## config.mk

```make
export PLATFORM = sky130hd
export DESIGN_NAME = apb_req_arbiter_flat
export DESIGN_NICKNAME = d
export VERILOG_FILES = /design/src/rtl/apb_req_arbiter_if.sv /design/src/rtl/apb_req_arbiter.sv /design/src/flat_wrapper.sv
export SDC_FILE = /design/constraint.sdc
export NUM_CORES = 1
export LEC_CHECK = 0
export ABC_AREA = 1
export BUFFER_PORTS_ARGS = -buffer_cell sky130_fd_sc_hd__buf_2
export CAP_MARGIN = 20
export CORE_MARGIN = 10
export CORE_UTILIZATION = 40
export DETAILED_ROUTE_END_ITERATION = 10
export HOLD_SLACK_MARGIN = 0.02
export PLACE_DENSITY = 0.76
export SKIP_CTS_REPAIR_TIMING = 1
export SYNTH_ARGS = -nofsm -noshare
export SYNTH_HDL_FRONTEND = slang
export SYNTH_SLANG_ARGS = --single-unit
export TNS_END_PERCENT = 100
```

## constraint.sdc

```tcl
create_clock -name pclk -period 2.9 [get_ports pclk]
set_input_delay 0.29 -clock pclk [delete_from_list [all_inputs] [get_ports pclk]]
set_output_delay 0.29 -clock pclk [all_outputs]
set_load 0.02 [all_outputs]
```

## src/rtl/apb_req_arbiter_if.sv

```systemverilog
// APB bus bundle between the request arbiter (master) and the bridge/completer (slave).
interface apb_req_arbiter_if #(
  parameter int ADDR_WIDTH = 32,
  parameter int DATA_WIDTH = 32
);
  logic                    psel;
  logic                    penable;
  logic                    pwrite;
  logic [ADDR_WIDTH-1:0]   paddr;
  logic [DATA_WIDTH-1:0]   pwdata;
  logic [DATA_WIDTH/8-1:0] pstrb;
  logic [2:0]              pprot;
  logic [DATA_WIDTH-1:0]   prdata;
  logic                    pready;
  logic                    pslverr;

  modport master (
    output psel, penable, pwrite, paddr, pwdata, pstrb, pprot,
    input  prdata, pready, pslverr
  );

  modport slave (
    input  psel, penable, pwrite, paddr, pwdata, pstrb, pprot,
    output prdata, pready, pslverr
  );
endinterface

```

## src/rtl/apb_req_arbiter.sv

```systemverilog
// Round-robin arbiter sharing one APB requester port among NUM_REQ clients.
// Optional ACCESS-phase timeout is built only when APB_ARB_TIMEOUT_EN is defined.
module apb_req_arbiter #(
  parameter int NUM_REQ        = 2,
  parameter int ADDR_WIDTH     = 32,
  parameter int DATA_WIDTH     = 32,
  parameter int TIMEOUT_CYCLES = 16
) (
  input  logic                            pclk,
  input  logic                            preset,
  input  logic [NUM_REQ-1:0]              req_valid,
  output logic [NUM_REQ-1:0]              req_ready,
  input  logic [NUM_REQ-1:0]              req_write,
  input  logic [NUM_REQ*ADDR_WIDTH-1:0]   req_addr,
  input  logic [NUM_REQ*DATA_WIDTH-1:0]   req_wdata,
  input  logic [NUM_REQ*DATA_WIDTH/8-1:0] req_pstrb,
  input  logic [NUM_REQ*3-1:0]            req_pprot,
  output logic [NUM_REQ-1:0]              resp_valid,
  output logic [DATA_WIDTH-1:0]           resp_rdata,
  output logic                            resp_err,
  apb_req_arbiter_if.master               apb
);

  localparam int IDX_W  = $clog2(NUM_REQ);
  localparam int STRB_W = DATA_WIDTH / 8;
  localparam logic [IDX_W:0] NUM_REQ_W = (IDX_W + 1)'(NUM_REQ);

  typedef enum logic [1:0] {IDLE, SETUP, ACCESS, RESP} state_t;

  state_t state, state_nxt;

  logic [IDX_W-1:0]      ptr;
  logic [IDX_W-1:0]      owner;
  logic [IDX_W-1:0]      grant_idx;
  logic                  grant_found;
  logic [IDX_W:0]        cand;
  logic                  accept;
  logic                  access_timeout;

  logic                  sel_write;
  logic [ADDR_WIDTH-1:0] sel_addr;
  logic [DATA_WIDTH-1:0] sel_wdata;
  logic [STRB_W-1:0]     sel_strb;
  logic [2:0]            sel_prot;
  logic                  sel_aligned;

  logic                  write_q;
  logic [ADDR_WIDTH-1:0] addr_q;
  logic [DATA_WIDTH-1:0] wdata_q;
  logic [STRB_W-1:0]     strb_q;
  logic [2:0]            prot_q;
  logic [DATA_WIDTH-1:0] rdata_q;
  logic                  err_q;

  logic                  psel_c;
  logic                  penable_c;

  // Search starts one past the last-served client so it drops to lowest priority.
  always_comb begin
    grant_found = 1'b0;
    grant_idx   = '0;
    cand        = '0;
    for (int k = 1; k <= NUM_REQ; k++) begin
      cand = {1'b0, ptr} + (IDX_W + 1)'(k);
      if (cand >= NUM_REQ_W) cand = cand - NUM_REQ_W;
      if (!grant_found && req_valid[cand[IDX_W-1:0]]) begin
        grant_found = 1'b1;
        grant_idx   = cand[IDX_W-1:0];
      end
    end
  end

  assign accept      = (state == IDLE) && grant_found;
  assign sel_write   = req_write[grant_idx];
  assign sel_addr    = req_addr[grant_idx*ADDR_WIDTH +: ADDR_WIDTH];
  assign sel_wdata   = req_wdata[grant_idx*DATA_WIDTH +: DATA_WIDTH];
  assign sel_strb    = req_pstrb[grant_idx*STRB_W +: STRB_W];
  assign sel_prot    = req_pprot[grant_idx*3 +: 3];
  assign sel_aligned = (sel_addr[1:0] == 2'b00);

`ifdef APB_ARB_TIMEOUT_EN
  localparam int TO_W = $clog2(TIMEOUT_CYCLES + 1);
  logic [TO_W-1:0] wait_cnt;

  always_ff @(posedge pclk or posedge preset) begin
    if (preset) begin
      wait_cnt <= '0;
    end else if (state == SETUP) begin
      wait_cnt <= '0;
    end else if ((state == ACCESS) && !apb.pready) begin
      wait_cnt <= wait_cnt + 1'b1;
    end
  end

  assign access_timeout = (state == ACCESS) && !apb.pready &&
                          (wait_cnt == TO_W'(TIMEOUT_CYCLES - 1));
`else
  assign access_timeout = 1'b0;
`endif

  always_ff @(posedge pclk or posedge preset) begin
    if (preset) state <= IDLE;
    else        state <= state_nxt;
  end

  always_comb begin
    state_nxt  = state;
    psel_c     = 1'b0;
    penable_c  = 1'b0;
    req_ready  = '0;
    resp_valid = '0;
    resp_rdata = '0;
    resp_err   = 1'b0;
    case (state)
      IDLE: begin
        if (grant_found) begin
          req_ready[grant_idx] = 1'b1;
          state_nxt = sel_aligned ? SETUP : RESP;
        end
      end
      SETUP: begin
        psel_c    = 1'b1;
        state_nxt = ACCESS;
      end
      ACCESS: begin
        psel_c    = 1'b1;
        penable_c = 1'b1;
        if (apb.pready || access_timeout) state_nxt = RESP;
      end
      RESP: begin
        resp_valid[owner] = 1'b1;
        resp_rdata        = rdata_q;
        resp_err          = err_q;
        state_nxt         = IDLE;
      end
      default: state_nxt = IDLE;
    endcase
  end

  // Request fields are latched on accept and held until the next accept.
  always_ff @(posedge pclk or posedge preset) begin
    if (preset) begin
      ptr     <= IDX_W'(NUM_REQ - 1);
      owner   <= '0;
      write_q <= 1'b0;
      addr_q  <= '0;
      wdata_q <= '0;
      strb_q  <= '0;
      prot_q  <= '0;
      rdata_q <= '0;
      err_q   <= 1'b0;
    end else begin
      if (accept) begin
        ptr     <= grant_idx;
        owner   <= grant_idx;
        write_q <= sel_write;
        addr_q  <= sel_addr;
        wdata_q <= sel_wdata;
        strb_q  <= sel_write ? sel_strb : '0;
        prot_q  <= sel_prot;
        if (!sel_aligned) begin
          rdata_q <= '0;
          err_q   <= 1'b1;
        end
      end
      if (state == ACCESS) begin
        if (apb.pready) begin
          rdata_q <= write_q ? '0 : apb.prdata;
          err_q   <= apb.pslverr;
        end else if (access_timeout) begin
          rdata_q <= '0;
          err_q   <= 1'b1;
        end
      end
    end
  end

  assign apb.psel    = psel_c;
  assign apb.penable = penable_c;
  assign apb.pwrite  = write_q;
  assign apb.paddr   = addr_q;
  assign apb.pwdata  = wdata_q;
  assign apb.pstrb   = strb_q;
  assign apb.pprot   = prot_q;

endmodule

```

## src/flat_wrapper.sv

```systemverilog
// flat-port wrapper written by rule: the top's interface ports become plain ports
module apb_req_arbiter_flat 
#(
  parameter int NUM_REQ        = 2,
  parameter int ADDR_WIDTH     = 32,
  parameter int DATA_WIDTH     = 32,
  parameter int TIMEOUT_CYCLES = 16
)
  (pclk, preset, req_valid, req_ready, req_write, req_addr, req_wdata, req_pstrb, req_pprot, resp_valid, resp_rdata, resp_err, apb_psel, apb_penable, apb_pwrite, apb_paddr, apb_pwdata, apb_pstrb, apb_pprot, apb_prdata, apb_pready, apb_pslverr);
  apb_req_arbiter_if #(.ADDR_WIDTH(ADDR_WIDTH), .DATA_WIDTH(DATA_WIDTH)) apb_i ();
  input  logic pclk;
  input  logic preset;
  input  logic [NUM_REQ-1:0] req_valid;
  output logic [NUM_REQ-1:0] req_ready;
  input  logic [NUM_REQ-1:0] req_write;
  input  logic [NUM_REQ*ADDR_WIDTH-1:0] req_addr;
  input  logic [NUM_REQ*DATA_WIDTH-1:0] req_wdata;
  input  logic [NUM_REQ*DATA_WIDTH/8-1:0] req_pstrb;
  input  logic [NUM_REQ*3-1:0] req_pprot;
  output logic [NUM_REQ-1:0] resp_valid;
  output logic [DATA_WIDTH-1:0] resp_rdata;
  output logic resp_err;
  output wire logic [$bits(apb_i.psel)-1:0] apb_psel;
  output wire logic [$bits(apb_i.penable)-1:0] apb_penable;
  output wire logic [$bits(apb_i.pwrite)-1:0] apb_pwrite;
  output wire logic [$bits(apb_i.paddr)-1:0] apb_paddr;
  output wire logic [$bits(apb_i.pwdata)-1:0] apb_pwdata;
  output wire logic [$bits(apb_i.pstrb)-1:0] apb_pstrb;
  output wire logic [$bits(apb_i.pprot)-1:0] apb_pprot;
  input wire logic [$bits(apb_i.prdata)-1:0] apb_prdata;
  input wire logic [$bits(apb_i.pready)-1:0] apb_pready;
  input wire logic [$bits(apb_i.pslverr)-1:0] apb_pslverr;
  assign apb_psel = apb_i.psel;
  assign apb_penable = apb_i.penable;
  assign apb_pwrite = apb_i.pwrite;
  assign apb_paddr = apb_i.paddr;
  assign apb_pwdata = apb_i.pwdata;
  assign apb_pstrb = apb_i.pstrb;
  assign apb_pprot = apb_i.pprot;
  assign apb_i.prdata = apb_prdata;
  assign apb_i.pready = apb_pready;
  assign apb_i.pslverr = apb_pslverr;
  apb_req_arbiter #(.NUM_REQ(NUM_REQ), .ADDR_WIDTH(ADDR_WIDTH), .DATA_WIDTH(DATA_WIDTH), .TIMEOUT_CYCLES(TIMEOUT_CYCLES)) u_core (.pclk(pclk), .preset(preset), .req_valid(req_valid), .req_ready(req_ready), .req_write(req_write), .req_addr(req_addr), .req_wdata(req_wdata), .req_pstrb(req_pstrb), .req_pprot(req_pprot), .resp_valid(resp_valid), .resp_rdata(resp_rdata), .resp_err(resp_err), .apb(apb_i));
endmodule
```

Word-level counts from Yosys, hierarchy flattened --
Cells that the tools add are included.
Word-level totals: register bits after elaboration 109, output and inout bits 111, logic and storage cells 78
Operators by class: $add $sub $neg 4, multiply operators 1, $lt $le $gt $ge 8, eq/ne operators 5, shift operators 4, mux-type cells 37, reduce and logical (&&, ||, !) cells 9
Operators with widths (number):
- 32-bit 2-to-1 mux | 6
- 64-bit by 7-bit variable part select with 32-bit output | 2
- 1-bit 2-to-1 mux | 21
- 2-bit 2-to-1 mux | 6
- 1-bit by 2-bit < comparator with 1-bit output (second input constant) | 4
- 2-bit one-hot mux with 4 select lines | 1
- 8-bit by 4-bit variable part select with 4-bit output | 1
- 6-bit by 4-bit variable part select with 3-bit output | 1
- 2-bit equality test (second input constant) | 2
- 2-bit greater-or-equal comparator (second input constant) | 2
- 1-bit logical AND | 4
- 2-bit logical NOT | 2
- 4-bit 2-to-1 mux | 1
- 1-bit by 2-bit multiplier with 3-bit output (second input constant) | 1
- 1-bit by 1-bit adder with 2-bit output (second input constant) | 1
- 1-bit by 2-bit adder with 2-bit output (second input constant) | 1
- 1-bit demux with 1-bit select | 2
- 2-bit by 1-bit equality test with 1-bit output (second input constant) | 1
- 1-bit greater-or-equal comparator (second input constant) | 2
- 2-bit by 1-bit inequality test with 1-bit output (second input constant) | 1
- 2-bit inequality test (second input constant) | 1
- 2-bit AND reduction | 1
- 2-bit OR reduction | 1
- 1-bit subtractor (second input constant) | 2
- 1-bit logical NOT | 1

Depth between registers and ports, before layout --
Gate-level depths: netlist (run 1).
word-level depth 15, depth in mapped cells 10

Least setup slack after synthesis (run 1) --
Ideal clock, no wire load.
path kind register to register, start register u_core.state[0], end register u_core.rdata_q[1], arrival time 1479 ps, data required time 2783 ps, path slack 1304 ps, cell stages (with the launch flop) 9, period minus slack after synthesis 1596 ps, path through dfrtp_1 -> inv_1 -> ha_1 -> nand2_1 -> inv_1 -> clkbuf_1 -> nor2_1 -> nand2_1 -> nand2_1
Between the ends: cells in the longest elaborated chain, start to end 5, elaborated cells between the ends (all ways) 6, classes of those cells eq/ne (1); mux (3); reduce/logical (2)
Ends and longest elaborated chain:
- start, declared | RTL line apb_req_arbiter.sv:30 | state_t state, state_nxt;
- start signal, assigned | RTL line apb_req_arbiter.sv:103 | else state <= state_nxt;
- 2-bit logical NOT | RTL line apb_req_arbiter.sv:73 | assign accept = (state == IDLE) && grant_found;
- 1-bit logical AND | RTL line apb_req_arbiter.sv:73
- 32-bit 2-to-1 mux | RTL line apb_req_arbiter.sv:153 | if (accept) begin
- 32-bit 2-to-1 mux | RTL line apb_req_arbiter.sv:167 | if (apb.pready) begin
- 32-bit 2-to-1 mux * | RTL line apb_req_arbiter.sv:166 | if (state == ACCESS) begin
- end signal, assigned | RTL line apb_req_arbiter.sv:168 | rdata_q <= write_q ? '0 : apb.prdata;
- end, declared | RTL line apb_req_arbiter.sv:52 | logic [DATA_WIDTH-1:0] rdata_q;
Every way passes the cells marked *; elsewhere a longest branch is shown, timed or not. A chain may end at the register's enable or synchronous reset.

Worst setup path after layout (run 1) --
start register u_core.state[0], end output port req_ready[0]
Between the ends: cells in the longest elaborated chain, start to end 2
Ends and longest elaborated chain:
- 2-bit logical NOT | RTL line apb_req_arbiter.sv:114 | case (state)
- 2-bit 2-to-1 mux | RTL line apb_req_arbiter.sv:114
- end, declared | RTL line flat_wrapper.sv:14 | output logic [NUM_REQ-1:0] req_ready;
No other way between the ends.

==> results of run 1 <==
final timing paths:
check                                            startpoint                               end  slack, ns  cells after the start
worst min register to register       u_core.ptr$_DFFE_PP1N_            u_core.ptr$_DFFE_PP1N_       0.47                      2
worst max-delay path            u_core.state[0]$_DFFE_PP0P_                      req_ready[0]       0.64                      7
worst min-delay path                                 preset  u_core.apb.paddr[14]$_DFFE_PP0N_       0.12                      2
worst max register to register  u_core.state[1]$_DFFE_PP0P_   u_core.apb.pstrb[3]$_DFFE_PP0N_       0.86                      9
max in group asynchronous                            preset            u_core.ptr$_DFFE_PP1N_       2.06                      3
min in group pclk                              req_pprot[1]   u_core.apb.pprot[1]$_DFFE_PP0N_       0.14                      3
worst register-to-register path, cell delays in order, from the launching register on:
cell	delay, ns
dfrtp_1	0.39
inv_1	0.08
ha_1	0.20
inv_1	0.12
nor2_2	0.07
inv_2	0.08
buf_4	0.62
nor2_1	0.21
nand2_1	0.11
nand2_1	0.05
stage by stage:
step | area, um^2 | setup slack (ns) | power (mW) | hold slack [ns] | cells
floorplan | 5220 | 1.30 | 4.94 | 0.407 | 718
global placement | 6840 | 0.896 | 6.14 | 0.458 | 1158
detailed placement | 6840 | 0.830 | 6.21 | 0.464 | 1158
CTS | 7180 | 0.581 | 7.66 | 0.124 | 1174
global route | 7190 | 0.427 | 8.16 | 0.128 | 1175
finish | 7190 | 0.636 | 7.57 | 0.117 | 1177
layout make-up:
cell class	instances	area (um^2)
Timing Repair Buffer	303	1580
Multi-Input combinational cell	494	2010
Sequential cell	109	2730
Clock inverter	7	121
Antenna cell	3	7.51
Inverter	80	304
Tap cell	172	215
Clock buffer	9	225
Fill cell	1276	5530
logic make-up after synthesis:
group,count (synthesis)
adder cells (fa/ha/maj),4
AND/OR/NAND/NOR,484
buffers and inverters,115
AO/OA/AOI/OAI,6
flip-flops,109
cells in the mapped netlist:
library cell | instances | area (um^2)
buf_6 | 5 | 56.3
buf_4 | 4 | 30.0
dfrtp_1 | 108 | 2700
inv_1 | 78 | 293
clkbuf_1 | 17 | 63.8
buf_1 | 1 | 3.75
buf_2 | 8 | 40.0
inv_2 | 2 | 7.51
o21ai_0 | 4 | 20.0
dfstp_2 | 1 | 26.3
nand2_1 | 371 | 1390
nor2_2 | 3 | 18.8
a21oi_1 | 2 | 10.0
ha_1 | 4 | 50.1
nor3_1 | 1 | 5.00
nand3b_1 | 1 | 7.51
nor2_1 | 40 | 150
nand2_2 | 1 | 6.26
nand3_1 | 67 | 335
registers in the layout (all words and copies together), names as in the netlist:
name,count
u_core.err_q,1
u_core.apb.pwdata,32
u_core.apb.pwrite,1
u_core.apb.pstrb,4
u_core.apb.pprot,3
u_core.apb.paddr,32
u_core.owner,1
u_core.rdata_q,32
u_core.ptr,1
u_core.state,2
layer usage:
metal  vias up  routed length, um  GRT usage
li1       2693                  -          -
met1      2389               6910      0.213
met2       215               8690      0.323
met3        24               2090     0.0967
met4         2                310     0.0635
met5         -                 12          0
power by group:
group	switching (mW)	internal [mW]	total [mW]	leakage, nW
registers	0.381	2.23	2.61	1.37
logic	2.36	1.17	3.53	2.85
clock network	0.580	0.851	1.43	0.170
total	3.32	4.25	7.57	4.39
==> flow_summary.ini, run 1 <==
[synth]
ys_types = 19
synthXorXnorAreaFrac = 0
syn_area_um2 = 5220
syn_nets = 904
muxShareOfSynthArea = 0
synth_top_family_by_area = simple AND/OR/NAND/NOR gates
yosysSeqAreaShare = 0.523
synth_compound_area_frac = 0.00575
syn_inst = 718
synthSimpleGateAreaFrac = 0.367
yosys_register_bits = 109
syn_avg_cell_area_um2 = 7.27
yosys_warnings = 0
synth_fa_ha_area_frac = 0.00959

[timing]
setup_viol = 0
period_needed_ns = 2.26
clock.fmax_mhz = 442
maxSlewViolCount = 0
hold_violations = 0
rsz0062_at_grt = false
timing.final.crit_share = 0.781
tightestPinTransition_ns = 0.890
clock_skew_ns = 0.00907
max_slew_margin = 0.406
fin_setup_tns_ns = 0

[place]
place_congestion = 0.819
portBuffers = 292
place_hpwl_um = 13900

[clock_network]
clk_latency_ns = 0.35
clock-sinks = 109
root_buffer = clkbuf_16
htreeDepth = 3
tritoncts = built
clk_pin_slew_worst_paths_ns = 0.08
clock_path_buffers = 2
cts_buffers = 9

[setup_path]
cp_num_buf_inv = 4
cp_cell_sequence = inv_1 -> ha_1 -> inv_1 -> nor2_2 -> inv_2 -> nor2_4 -> buf_2
cp.required_ns = 2.61
critPathTopFamily = buffers and inverters
arrival_ns = 1.97
crit_type = reg -> out
end_kind = output port
critPathLaunchType = flip-flop
cpPeakStageDelay_ns = 0.39
path_max_fanout = 17
cp_common_cell = inv_1
crit_slowest_cell = dfrtp_1

[floorplanning]
start_util = 0.410
die-area_um2 = 18000
die_x_um = 134
rows = 41
core_um2 = 12700
pin_count = 293
die_h_um = 134

[final_layout]
drive_above_1_share = 0.327
nNetsFinal = 1183
final_common_cell = nand2_1
most-common-layout-cells = 371 x nand2_1, 292 x buf_2, 108 x dfrtp_1
areaGrowthSynthToFinish_pct = 37.8
fin_util = 0.565

[drt]
finalWirelength_um = 18000
drt-initial-drc-count = 312
drc_errors = 0
vias = 5323
ant_nets = 0
wl_per_cell_um = 15.3
routed_via_density = 4.52
drt-pass1-iter-count = 4

[global_route]
grt-ovfl-total = 0
grt_pass1_vias = 5371
grt_usage = 0.195
antenna_found_initial = 4
grt_pass1_wl_um = 28300
grt_start_max_net_pins = 79

[hold_path]
hold_path.class = in -> async

[pwr]
power.leakage_nw = 4.39
ir_worst_vdd_v = 0.000554
p_per_area_nw_per_um2 = 1050

[job]
cap_violations = 0

[run_status]
status = finished, final reports clean
No activity file was read; power rests on OpenSTA's default activity.
==> inputs of run 2 (changes only) <==
ABC_AREA = 0   (was 1)
CORE_UTILIZATION = 39   (was 40)
PLACE_DENSITY = 0.77   (was 0.76)
clock period = 1.9 ns   (was 2.9 ns; I/O delays follow)
==> run 2 against run 1 <==
The run now ends with negative hold slack left. Die area decreased by 7.6%. Clock skew decreased by 0.0013 ns. Combinational power increased by 52%. Worst setup slack got worse by 0.52 ns. Critical path type unchanged. Largest power group unchanged.
==> flow_summary.ini, run 2 <==
[run_status]
status = finished, violations left
violations = negative hold slack

[synth]
async_reset_ff_frac = 1.00
yosysMostFrequentCell = dfrtp_1
yosysSeqAreaShare = 0.589
syn_nets = 578
yosys_warnings = 0
ys_types = 27
synth_top_family_by_area = compound AO/OA/AOI/OAI gates
synth_compound_area_frac = 0.226
synth_ff_type = dfrtp_1
synth_top_area_frac = 0.583
synth_top_area_cell = dfrtp_1
yosys_register_bits = 109
syn_avg_cell_area_um2 = 11.8
synthSimpleGateAreaFrac = 0.0629
syn_inst = 392
muxShareOfSynthArea = 0.0173
synth_edf_count = 0
syn_area_um2 = 4640
yosys-top-cells-area = dfrtp_1 58%, a222oi_1 14%, a22o_1 6.0%
synth_fa_ha_area_frac = 0.0108
synthXorXnorAreaFrac = 0
synth_commonest_cells = 108 x dfrtp_1, 70 x inv_1, 65 x a222oi_1

[setup_path]
cp_num_buf_inv = 3
critPathTopFamily = buffers and inverters
crit_slowest_cell = dfrtp_1
rr_endpoint = u_core.apb.pwdata[30]$_DFFE_PP0N_
critPathLaunchType = flip-flop
r2r_cells = 8
end_kind = output port
cpPeakStageDelay_ns = 0.41
reg2reg_from = u_core.state[1]$_DFFE_PP0P_
cp_cell_sequence = inv_1 -> ha_4 -> and2_4 -> buf_8 -> clkbuf_4
r2r_setup_slack_ns = 0.16
crit_type = reg -> out
cp.required_ns = 1.71
path_max_fanout = 22
arrival_ns = 1.60

[pwr]
power.leakage_nw = 3.85
netSwitchingPower_mw = 4.66
ir_worst_vdd_v = 0.000747
p_per_area_nw_per_um2 = 1710
pwr-share-clk = 0.159
seq_power_share = 0.364
combPwrFrac = 0.477
p_sw_frac = 0.413
p_int_mw = 6.62

[final_layout]
drive_above_1_share = 0.482
seqCellArea_um2 = 2730
most-common-layout-cells = 291 x buf_2, 108 x dfrtp_1, 68 x inv_1
nNetsFinal = 861
final_common_cell = buf_2
multi_input_area_um2 = 1510
fin_util = 0.574
areaGrowthSynthToFinish_pct = 42.5
nFillCells = 989
antennaDiodeCount = 0
final_cells = 821

[clock_network]
cts_buffers = 9
clock_path_buffers = 2
tritoncts = built
htreeDepth = 3
clk_pin_slew_worst_paths_ns = 0.07
clk_latency_ns = 0.34
clock-sinks = 109
root_buffer = clkbuf_16

[timing]
timing.hold.ws_ns = -0.00861
hold_violations = 18
maxSlewViolCount = 0
period_needed_ns = 1.79
max_slew_margin = 0.612
setup_slack_ns = 0.113
fin_setup_tns_ns = 0
timing.final.crit_share = 0.941
clock.fmax_mhz = 560
tightestPinTransition_ns = 0.582
rsz0062_at_grt = false
setup_viol = 0
clock_skew_ns = 0.00781

[place]
pre_cts_ws_ns = 0.128
dpl.cell_count = 805
place_hpwl_um = 12500
place_congestion = 0.846
portBuffers = 292

[floorplanning]
pin_count = 293
rows = 39
start_util = 0.403
core_um2 = 11500
die-area_um2 = 16600
die_h_um = 129
die_x_um = 129

[global_route]
grt-ovfl-total = 0
grt_usage = 0.182
grt_pass1_wl_um = 24000
grt_pass1_vias = 4644
grt_start_max_net_pins = 110
antenna_found_initial = 0

[drt]
drt-pass1-iter-count = 8
drt-initial-drc-count = 561
finalWirelength_um = 16100
drc_errors = 0
routed_via_density = 5.35
ant_nets = 0
wl_per_cell_um = 19.6
vias = 4390

[hold_path]
hold_path.class = in -> async

[job]
cap_violations = 0
run 2: worst max path at each step:
stage                                startpoint                          endpoint  slack [ns]  cells past startpoint
finish              u_core.state[1]$_DFFE_PP0P_                      req_ready[1]        0.11                      5
floorplan           u_core.state[0]$_DFFE_PP0P_  u_core.apb.paddr[10]$_DFFE_PP0N_        0.11                      8
global placement    u_core.state[0]$_DFFE_PP0P_   u_core.apb.pstrb[1]$_DFFE_PP0N_        0.25                      6
global route             u_core.ptr$_DFFE_PP1N_                      req_ready[1]        0.02                      4
detailed placement  u_core.state[0]$_DFFE_PP0P_  u_core.apb.paddr[17]$_DFFE_PP0N_        0.13                      6
CTS                 u_core.state[0]$_DFFE_PP0P_                      req_ready[1]       -0.15                      5
run 2: power by group through the flow:
stage	sequential [mW]	combinational [mW]	clock [mW]
6_report	4.11	5.37	1.79
5_1_grt	4.22	5.86	1.95
4_1_cts	4.10	5.40	1.84
3_5_place_dp	4.10	5.40	0
3_3_place_gp	4.06	5.24	0
2_1_floorplan	4.88	2.60	0
run 2: through the flow:
step           instance area (um^2)  total power [mW]
2_1_floorplan                  4640              7.48
3_3_place_gp                   6290              9.31
4_1_cts                        6570              11.3
3_5_place_dp                   6290              9.50
6_report                       6610              11.3
5_1_grt                        6610              12.0
run 2: logic make-up (layout without fill, tap and decap cells):
family / Yosys count / in the layout
flops: 109 / 109
simple gates: 52 / 52
mux: 8 / 8
fa+ha+maj: 4 / 4
buf+inv: 103 / 389
compound gates: 116 / 116
run 2: layout make-up:
| cell class | count | area share |
|---|---|---|
| Tap cell | 143 | 0.0271 |
| Sequential cell | 109 | 0.413 |
| Multi-Input combinational cell | 180 | 0.228 |
| Clock inverter | 4 | 0.00776 |
| Timing Repair Buffer | 305 | 0.249 |
| Clock buffer | 10 | 0.0347 |
| Inverter | 70 | 0.0403 |
run 2: per-layer routing:
| metal | track usage | share of wire | vias up |
|---|---|---|---|
| li1 | - | - | 2008 |
| met1 | 0.200 | 0.37 | 2143 |
| met2 | 0.322 | 0.52 | 221 |
| met3 | 0.0559 | 0.088 | 18 |
| met4 | 0.0702 | 0.016 | 0 |
| met5 | 0 | 0 | - |
run 2: tightest hold or removal path, stage by stage:
cell        delay (ns)
buf_2             0.11
clkinvlp_4        0.07
buf_12            0.41
==> inputs of run 3 (changes only) <==
--- a/config.mk
+++ b/config.mk
@@ -11,4 +11,5 @@
 export CORE_MARGIN = 10
 export CORE_UTILIZATION = 39
+export CTS_BUF_LIST = sky130_fd_sc_hd__clkbuf_16
 export DETAILED_ROUTE_END_ITERATION = 10
 export HOLD_SLACK_MARGIN = 0.02
@@ -18,3 +19,2 @@
 export SYNTH_HDL_FRONTEND = slang
 export SYNTH_SLANG_ARGS = --single-unit
-export TNS_END_PERCENT = 100
==> constraint.sdc (replaced) <==
create_clock -name pclk -period 1.9 [get_ports pclk]
set_input_delay 0.38 -clock pclk [delete_from_list [all_inputs] [get_ports pclk]]
set_output_delay 0.38 -clock pclk [all_outputs]
set_load 0.02 [all_outputs]
==> run 3 against run 2 <==
The run now ends clean. Clock skew increased by 0.0011 ns. Cell count increased by 0.49%. Register-to-register slack improved by 0.04 ns. Via count increased by 1.0%. Sequential power about the same. Critical path depth decreased by 1. Clock power increased by 8%. Count of clock-buffer cells in the layout decreased by 1. Critical path type unchanged. Largest cell class unchanged.
==> flow_summary.ini, run 3 (synthesis results as in run 2) <==
[run_status]
status = finished, final reports clean

[drt]
finalWirelength_um = 16200
met3_length_um = 1500
drc_errors = 0
highest_layer = met4
wl_met2_um = 8300
drt-initial-drc-count = 462
wl_per_cell_um = 19.6
ant_nets = 0
routed_via_density = 5.37
vias = 4434
drt-pass1-iter-count = 7
wl_met1_um = 5900

[final_layout]
final_common_cell = buf_2
fin_util = 0.579
multi_input_area_um2 = 1520
drive_above_1_share = 0.485
seqCellArea_um2 = 2730
design_area_um2 = 6660
nNetsFinal = 862
nFillCells = 977
most-common-layout-cells = 290 x buf_2, 108 x dfrtp_1, 69 x inv_1
areaGrowthSynthToFinish_pct = 43.7

[timing]
maxSlewViolCount = 0
setup_viol = 0
clock_skew_ns = 0.00896
tightestPinTransition_ns = 0.560
period_needed_ns = 1.87
timing.hold.ws_ns = 0.197
clock.fmax_mhz = 535
rsz0062_at_grt = true
timing.final.crit_share = 0.984
setup_slack_ns = 0.0296
max_slew_margin = 0.627
hold_violations = 0

[place]
placedInstanceArea_um2 = 6310
portBuffers = 292
place_hpwl_um = 12500
place_congestion = 0.832
pre_cts_ws_ns = 0.0793

[clock_network]
tritoncts = built
clk_pin_slew_worst_paths_ns = 0.07
clock_path_buffers = 2
htreeDepth = 3
clock-sinks = 109
cts_buffers = 9
root_buffer = clkbuf_16
clk_latency_ns = 0.34

[floorplanning]
core_um2 = 11500
die_h_um = 129
die-area_um2 = 16600
pin_count = 293
start_util = 0.403
rows = 39
die_x_um = 129

[job]
cap_violations = 0

[global_route]
grt_pass1_wl_um = 24200
antenna_found_initial = 1
grt_pass1_vias = 4758
grt_usage = 0.182
grt_start_max_net_pins = 110
grt-ovfl-total = 0

[setup_path]
critPathTopFamily = flip-flops
cp.required_ns = 1.52
crit_slowest_cell = dfrtp_1
cpPeakStageDelay_ns = 0.41
end_kind = output port
cp_num_buf_inv = 2
path_max_fanout = 35
critPathLaunchType = flip-flop
crit_type = reg -> out
arrival_ns = 1.49
cp_cell_sequence = ha_2 -> buf_12 -> and2_1 -> buf_2

[pwr]
power.total_mw = 11.5
ir_worst_vdd_v = 0.000767
p_sw_frac = 0.408
combPwrFrac = 0.474
p_int_mw = 6.79
pwr-share-clk = 0.168
netSwitchingPower_mw = 4.68
power.leakage_nw = 3.87
p_per_area_nw_per_um2 = 1720
seq_power_share = 0.357

[hold_path]
hold_path.class = in -> async
run 3: changes by cell type in the layout (fill, tap and decap cells not counted), sizes merged:
cell and change:
bufinv +1, buf +2, inv +2, diode +1, clkbuf -2
run 3: metrics by stage:
step | TNS (ns) | cells
finish | 0 | 825
global route | -1.69 | 825
CTS | -1.42 | 824
detailed placement | 0 | 808
global placement | 0 | 808
floorplan | 0 | 392
run 3: power groups by stage:
stage / Clock, mW / Sequential (mW) / Combinational, mW
after floorplan: 0 / 4.88 / 2.60
after global placement: 0 / 4.06 / 5.24
after detailed placement: 0 / 4.09 / 5.41
after CTS: 1.98 / 4.08 / 5.42
after global routing: 2.09 / 4.21 / 5.93
final: 1.93 / 4.10 / 5.44
run 3: worst reg2reg max path, delay by kind of cell (launching register included):
family          cells  cell delay, ns
simple gates        1            0.10
flops               1            0.41
buf+inv             2            0.36
compound gates      3            0.58
fa+ha+maj           1            0.18
run 3: worst paths after layout:
path                                            startpoint                                 to  slack, ns  cells after the start
max reg2reg                    u_core.state[0]$_DFFE_PP0P_    u_core.apb.pstrb[0]$_DFFE_PP0N_       0.20                      7
min reg2reg                u_core.apb.pstrb[1]$_DFFE_PP0N_    u_core.apb.pstrb[1]$_DFFE_PP0N_       0.48                      2
min                                                 preset        u_core.rdata_q[1]$_DFF_PP0_       0.20                      3
max                            u_core.state[1]$_DFFE_PP0P_                     resp_rdata[28]       0.03                      4
min in group pclk                              req_addr[2]    u_core.apb.paddr[2]$_DFFE_PP0N_       0.26                      3
max in group asynchronous                           preset  u_core.apb.pwdata[30]$_DFFE_PP0N_       1.27                      3
run 3: area by class of cell:
class                      count  share of cell area
sequential                   109               0.410
tap                          143              0.0269
timing repair buffer         306               0.250
clock inverter                 7              0.0124
inverter                      70              0.0400
clock buffer                   9              0.0338
multi-input combinational    180               0.227
antenna                        1            0.000376
run 3: per-layer routing:
layer	track usage	vias up
met4	0.0916	0
met2	0.324	242
li1	-	2010
met5	0	-
met3	0.0567	34
met1	0.191	2148
